[src/rtl/sap1_pkg.sv]
`default_nettype none
// ============================================================================
// sap1_pkg : control-word bit map, opcodes and widths shared with the controller
// Revision : 1.0
// ============================================================================
package sap1_pkg;

  localparam int BUS_W  = 8;
  localparam int CTRL_W = 12;

  // Control-word bit indices; bits 2-6, 10 and 11 are active-low.
  localparam int INCR_PC      = 0;
  localparam int PC_EN        = 1;
  localparam int MAR_LOAD     = 2;
  localparam int RAM_EN       = 3;
  localparam int INSTR_LOAD   = 4;
  localparam int INSTR_EN     = 5;
  localparam int A_ACC_LOAD   = 6;
  localparam int A_ACC_EN     = 7;
  localparam int SUB_EN       = 8;
  localparam int ADD_SUB_EN   = 9;
  localparam int B_REG_LOAD   = 10;
  localparam int OUT_REG_LOAD = 11;

  localparam logic [CTRL_W-1:0] IDLE_WORD = 12'hC7C;

  localparam logic [3:0] OP_LDA = 4'h0;
  localparam logic [3:0] OP_ADD = 4'h1;
  localparam logic [3:0] OP_SUB = 4'h2;
  localparam logic [3:0] OP_OUT = 4'hE;
  localparam logic [3:0] OP_HLT = 4'hF;

endpackage
`default_nettype wire

[src/rtl/sap1_ram16x8.sv]
`default_nettype none
// ============================================================================
// sap1_ram16x8 : program RAM, asynchronous read, synchronous program-port write
// Revision : 1.0
// ============================================================================
module sap1_ram16x8
  import sap1_pkg::*;
#(
  parameter int RAM_DEPTH = 16,
  parameter int DATA_W    = BUS_W
) (
  input  logic              clk_i,
  input  logic              we_i,
  input  logic [3:0]        waddr_i,
  input  logic [DATA_W-1:0] wdata_i,
  input  logic [3:0]        raddr_i,
  output logic [DATA_W-1:0] rdata_o
);

  logic [DATA_W-1:0] r_mem [RAM_DEPTH];

  always_ff @(posedge clk_i) begin
    if (we_i) begin
      r_mem[waddr_i] <= wdata_i;
    end
  end

  assign rdata_o = r_mem[raddr_i];

endmodule
`default_nettype wire

[src/rtl/sap1_datapath.sv]
`default_nettype none
// ============================================================================
// sap1_datapath : SAP-1 registers, add/sub ALU, W-bus mux and program RAM
// Revision : 1.0
// ============================================================================
module sap1_datapath
  import sap1_pkg::*;
#(
  parameter int RAM_DEPTH = 16,
  parameter int DATA_W    = BUS_W
) (
  input  logic              clk_i,
  input  logic              rstn_i,
  input  logic [11:0]       ctrl_word_i,
  input  logic              hltn_i,
  output logic [3:0]        opcode_o,
  output logic [DATA_W-1:0] out_o,
  output logic              out_valid_o,
  output logic              bus_err_o,
  input  logic              prog_we_i,
  input  logic [3:0]        prog_addr_i,
  input  logic [DATA_W-1:0] prog_data_i
);

  logic [3:0]        r_pc;
  logic [3:0]        r_mar;
  logic [DATA_W-1:0] r_ir;
  logic [DATA_W-1:0] r_a;
  logic [DATA_W-1:0] r_b;
  logic [DATA_W-1:0] r_out;
  logic              r_out_valid;
  logic              r_bus_err;

  logic w_incr_pc, w_pc_en, w_mar_load, w_ram_en, w_ir_load, w_ir_en;
  logic w_a_load, w_a_en, w_sub, w_alu_en, w_b_load, w_out_load;
  logic              w_multi_drv;
  logic [DATA_W-1:0] w_ram_rd;
  logic [DATA_W-1:0] w_b_op;
  logic [DATA_W-1:0] w_alu;
  logic [DATA_W-1:0] w_bus;

  assign w_incr_pc  =  ctrl_word_i[INCR_PC];
  assign w_pc_en    =  ctrl_word_i[PC_EN];
  assign w_mar_load = ~ctrl_word_i[MAR_LOAD];
  assign w_ram_en   = ~ctrl_word_i[RAM_EN];
  assign w_ir_load  = ~ctrl_word_i[INSTR_LOAD];
  assign w_ir_en    = ~ctrl_word_i[INSTR_EN];
  assign w_a_load   = ~ctrl_word_i[A_ACC_LOAD];
  assign w_a_en     =  ctrl_word_i[A_ACC_EN];
  assign w_sub      =  ctrl_word_i[SUB_EN];
  assign w_alu_en   =  ctrl_word_i[ADD_SUB_EN];
  assign w_b_load   = ~ctrl_word_i[B_REG_LOAD];
  assign w_out_load = ~ctrl_word_i[OUT_REG_LOAD];

  sap1_ram16x8 #(
    .RAM_DEPTH (RAM_DEPTH),
    .DATA_W    (DATA_W)
  ) u_ram (
    .clk_i   (clk_i),
    .we_i    (prog_we_i),
    .waddr_i (prog_addr_i),
    .wdata_i (prog_data_i),
    .raddr_i (r_mar),
    .rdata_o (w_ram_rd)
  );

  // Two's-complement subtract: A + ~B + 1, carry/borrow dropped by the 8-bit result.
  assign w_b_op = w_sub ? ~r_b : r_b;
  assign w_alu  = r_a + w_b_op + DATA_W'(w_sub);

  assign w_multi_drv = ($countones({w_pc_en, w_ram_en, w_ir_en, w_a_en, w_alu_en}) > 1);

  always_comb begin
    w_bus = '0;
    if (w_pc_en) begin
      w_bus = {{(DATA_W-4){1'b0}}, r_pc};
    end else if (w_ram_en) begin
      w_bus = w_ram_rd;
    end else if (w_ir_en) begin
      w_bus = {{(DATA_W-4){1'b0}}, r_ir[3:0]};
    end else if (w_a_en) begin
      w_bus = r_a;
    end else if (w_alu_en) begin
      w_bus = w_alu;
    end
  end

  always_ff @(posedge clk_i or negedge rstn_i) begin
    if (!rstn_i) begin
      r_pc        <= '0;
      r_mar       <= '0;
      r_ir        <= '0;
      r_a         <= '0;
      r_b         <= '0;
      r_out       <= '0;
      r_out_valid <= 1'b0;
      r_bus_err   <= 1'b0;
    end else begin
      r_out_valid <= hltn_i & w_out_load;
      if (hltn_i) begin
        if (w_incr_pc)   r_pc      <= r_pc + 4'd1;
        if (w_mar_load)  r_mar     <= w_bus[3:0];
        if (w_ir_load)   r_ir      <= w_bus;
        if (w_a_load)    r_a       <= w_bus;
        if (w_b_load)    r_b       <= w_bus;
        if (w_out_load)  r_out     <= w_bus;
        if (w_multi_drv) r_bus_err <= 1'b1;
      end
    end
  end

  assign opcode_o    = r_ir[7:4];
  assign out_o       = r_out;
  assign out_valid_o = r_out_valid;
  assign bus_err_o   = r_bus_err;

endmodule
`default_nettype wire
[config.mk]
export PLATFORM = sky130hd
export DESIGN_NAME = sap1_datapath
export DESIGN_NICKNAME = d
export VERILOG_FILES = /design/src/rtl/sap1_pkg.sv /design/src/rtl/sap1_ram16x8.sv /design/src/rtl/sap1_datapath.sv
export SDC_FILE = /design/constraint.sdc
export NUM_CORES = 1
export LEC_CHECK = 0
export CAP_MARGIN = 15
export CORE_ASPECT_RATIO = 0.9
export CORE_MARGIN = 5
export CORE_UTILIZATION = 68
export DETAILED_ROUTE_END_ITERATION = 8
export DONT_BUFFER_PORTS = 1
export PLACE_DENSITY = 0.84
export SETUP_SLACK_MARGIN = 0.5
export SYNTH_ARGS = -nofsm -noshare
export SYNTH_HDL_FRONTEND = slang
export SYNTH_SLANG_ARGS = --single-unit
[constraint.sdc]
create_clock -name clk_i -period 4.2 [get_ports clk_i]
set_input_delay 0.63 -clock clk_i [delete_from_list [all_inputs] [get_ports clk_i]]
set_output_delay 0.63 -clock clk_i [all_outputs]
set_load 0.1 [all_outputs]
==> run metrics <==
run status=completed; vias in the first global route=4486; max-slew violations=0; Clock Skew=13.6 ps; Synth Cell Area=0.00742 mm²; main combinational cell family by area after synthesis=multiplexers; power share of the clock group=33.3%; post-synthesis compound-gate area fraction=8.95%; fin worst setup slack=1170 ps; combinational power share=18.4%; Place WS=1210 ps; xor-xnor portion of the synthesized cell area=1.65%; Synth Area in Adders=1.89%; highest-delay cell along the critical path=dfrtp_1; Resized Gates After CTS=0; Max-Cap Viols=0; area of the multi-input gates=0.00237 mm²; GPL Wtd Cong=0.868; fin nets=538; Diodes inserted=0; fin area=0.00813 mm²; critical path's most frequent cell=buf_4; Register Area=0.00489 mm²; DRT Pass-1 Iters=7; WL final=17.2 mm; later-pin clock latency in the skew report=440 ps; CTS sink cnt=170; CTS Buf Count=17; Seq/Total Area, Yosys=65.9%; Worst Path Required=4500 ps; FFs w/ async S/R, synth=24.7%; Worst Max-Slew Pin Slew=1210 ps; unrepaired setup endpoints after global routing=no; final worst path period need=3030 ps; # H-tree levels=4; flop-to-flop setup slack=1170 ps; Sequential Power Share=48.3%; grt total ovfl=0; routed vias/inst=6.98; synth-to-layout area growth=9.51%; die area=0.0131 mm²; mux share of post-synthesis cell area=11.1%; Post-Syn Instances=501; # hold bufs at CTS=1; global-route wire length before repair=26.1 mm; CP Buf/Inv Count=2; CTS tree=done; post-route ant nets=0; Die H=109 µm; Arr. time, crit path=3320 ps; Setup crit start kind=register; CP Cell Sequence=buf_4 -> buf_4 -> mux4_1 -> mux2i_1 -> o22ai_1 -> nor3_2 -> o31ai_1; DRC=0; Placed Cells=613; drt initial violations=701; Post-Synth Simple-Gate Area=8.13%; Hold Vio Cnt, Final=0; Worst path top cell family by delay=flip-flops; fraction of layout cells with a size suffix above 1=14.6%; relative slew slack=19.1%; leakage=2.90 nW; FILL cells=620; largest net degree at the start of global routing=43; Longest Clk Path Bufs=2; crit end category=register; Worst-path clk slew=70 ps; core area=0.0108 mm²; fin cells=646; Starting Density=68.9%; count of final setup violators=0; placed cell area=0.00751 mm²; syn_nets=539; initial antenna violation count=0; Setup TNS=0 ps; syn_area_per_cell=14.8 µm²; dpl hpwl=11.0 mm; switch share=31.7%; CP max FO=15; standard-cell rows=36; Die Wd=120 µm; hold_ws=31.7 ps; Hold Path Class=primary input to asynchronous set/reset pin; Root Buffer Master=clkbuf_16; Largest stage delay, worst path=860 ps; Max IR drop VDD=0.469 mV; crit path kind=register to register; Post-CTS Setup Inserts=0; Post-synth top flop=edfxtp_1; synthesis-stage register bit count=170; total track usage=27.8%; Post-synth EDFFs=128; yosys warns=0; sw power=0.00150 W; achievable clock frequency=330 MHz; DR vias=4511; DR WL/cell=26.6 µm; port bufs=0; fin crit share=72.1%; Top Ports=42; Pwr per Cell Area=583 mW/mm²; distinct cell type count after synthesis=51; Int Power=0.00324 W
power groups by stage:
stage | logic (W) | registers [W] | clock network, W
floorplan | 0.000775 | 0.00219 | 0
global placement | 0.000797 | 0.00231 | 0
detailed placement | 0.000832 | 0.00232 | 0
CTS | 0.000865 | 0.00229 | 0.00157
global route | 0.000949 | 0.00230 | 0.00165
finish | 0.000873 | 0.00229 | 0.00158
logic make-up after synthesis:
group | after synthesis
flops | 170
xor+xnor | 14
mux | 46
compound gates | 96
fa+ha+maj | 10
buf+inv | 37
simple gates | 128
final cells by class:
type / instances / area share (%)
tap: 133 / 2.05
clock inverter: 9 / 0.847
inverter: 11 / 0.508
clock buffer: 23 / 6.56
timing repair buffer: 6 / 0.708
sequential: 170 / 60.2
multi-input combinational: 294 / 29.1
cell usage in the layout (no fill, tap or decap), types with 2 or more instances in the layout:
cell type | synthesis | final
ha_1 | 8 | 8
nand3b_1 | 4 | 4
o31ai_1 | 19 | 19
xor2_1 | 11 | 11
clkbuf_16 | 0 | 21
o21a_1 | 2 | 2
nand2_1 | 47 | 47
inv_4 | 0 | 2
o21ai_1 | 4 | 4
o221ai_1 | 3 | 3
xnor2_1 | 3 | 3
a21o_1 | 4 | 4
dfrtp_1 | 42 | 42
nor3_1 | 10 | 7
nor3_2 | 1 | 4
a2111oi_0 | 4 | 4
nand3_1 | 6 | 6
mux4_2 | 20 | 20
fa_1 | 2 | 2
a211oi_1 | 3 | 3
a311oi_1 | 2 | 2
nor2b_1 | 9 | 9
nand2b_1 | 10 | 10
and3_1 | 3 | 3
clkbuf_1 | 12 | 2
mux4_1 | 6 | 6
inv_1 | 11 | 11
mux2i_1 | 10 | 10
o22ai_1 | 6 | 6
inv_6 | 0 | 4
mux2_2 | 10 | 10
o211ai_1 | 7 | 7
buf_4 | 6 | 5
nor2_1 | 31 | 31
a21oi_1 | 10 | 10
edfxtp_1 | 128 | 128
o21ai_0 | 12 | 12
a31oi_1 | 14 | 14
worst reg2reg max path, stage by stage, from the launching register on:
cell,delay [ps]
dfrtp_1,860
buf_4,360
buf_4,260
mux4_1,600
mux2i_1,180
o22ai_1,120
nor3_2,340
o31ai_1,160
synth_stat cells, types with 9 or more instances:
| cell type | count | area (µm²) |
|---|---|---|
| xor2_1 | 11 | 96.3 |
| inv_1 | 11 | 41.3 |
| nand2b_1 | 10 | 62.6 |
| o31ai_1 | 19 | 143 |
| nand2_1 | 47 | 176 |
| mux2i_1 | 10 | 100 |
| nor2b_1 | 9 | 56.3 |
| mux4_2 | 20 | 450 |
| nor2_1 | 31 | 116 |
| a21oi_1 | 10 | 50.1 |
| nor3_1 | 10 | 50.1 |
| o21ai_0 | 12 | 60.1 |
| dfrtp_1 | 42 | 1050 |
| clkbuf_1 | 12 | 45.0 |
| a31oi_1 | 14 | 87.6 |
| edfxtp_1 | 128 | 3840 |
| mux2_2 | 10 | 113 |
registers in the layout (all words and copies together), names as in the netlist:
| register | cells |
|---|---|
| r_mar | 4 |
| bus_err_o | 1 |
| u_ram.r_mem | 128 |
| out_valid_o | 1 |
| r_b | 8 |
| out_o | 8 |
| r_pc | 4 |
| r_ir | 8 |
| r_a | 8 |
final timing paths:
| check | start | to | cells past startpoint |
|---|---|---|---|
| worst max-delay path | r_mar[0]$_DFFE_PN0P_ | r_mar[1]$_DFFE_PN0P_ | 7 |
| worst min-delay path | rstn_i | r_ir[3]$_DFFE_PN0P_ | 1 |
| worst max register to register | r_mar[0]$_DFFE_PN0P_ | r_mar[1]$_DFFE_PN0P_ | 7 |
| worst min register to register | r_pc[2]$_DFFE_PN0P_ | r_pc[2]$_DFFE_PN0P_ | 1 |
| max in group asynchronous | rstn_i | r_a[6]$_DFFE_PN0P_ | 1 |
| min in group clk_i | ctrl_word_i[1] | r_ir[3]$_DFFE_PN0P_ | 1 |
routing by layer:
metal | global-route usage, % | vias to the layer above | routed length (µm) | part of all wire (%)
li1 | - | 1940 | - | -
met1 | 37.9 | 2294 | 6740 | 39
met2 | 45.4 | 245 | 8600 | 50
met3 | 7.21 | 32 | 1590 | 9.2
met4 | 7.52 | 0 | 258 | 1.5
met5 | 0 | - | 0 | 0
through the flow:
step / power [W] / util, %
global route: 0.00490 / 75.5
floorplan: 0.00296 / -
CTS: 0.00472 / 75.5
global placement: 0.00311 / 69.7
detailed placement: 0.00315 / 69.7
finish: 0.00474 / 75.5
Power figures use the tool's default switching activity.
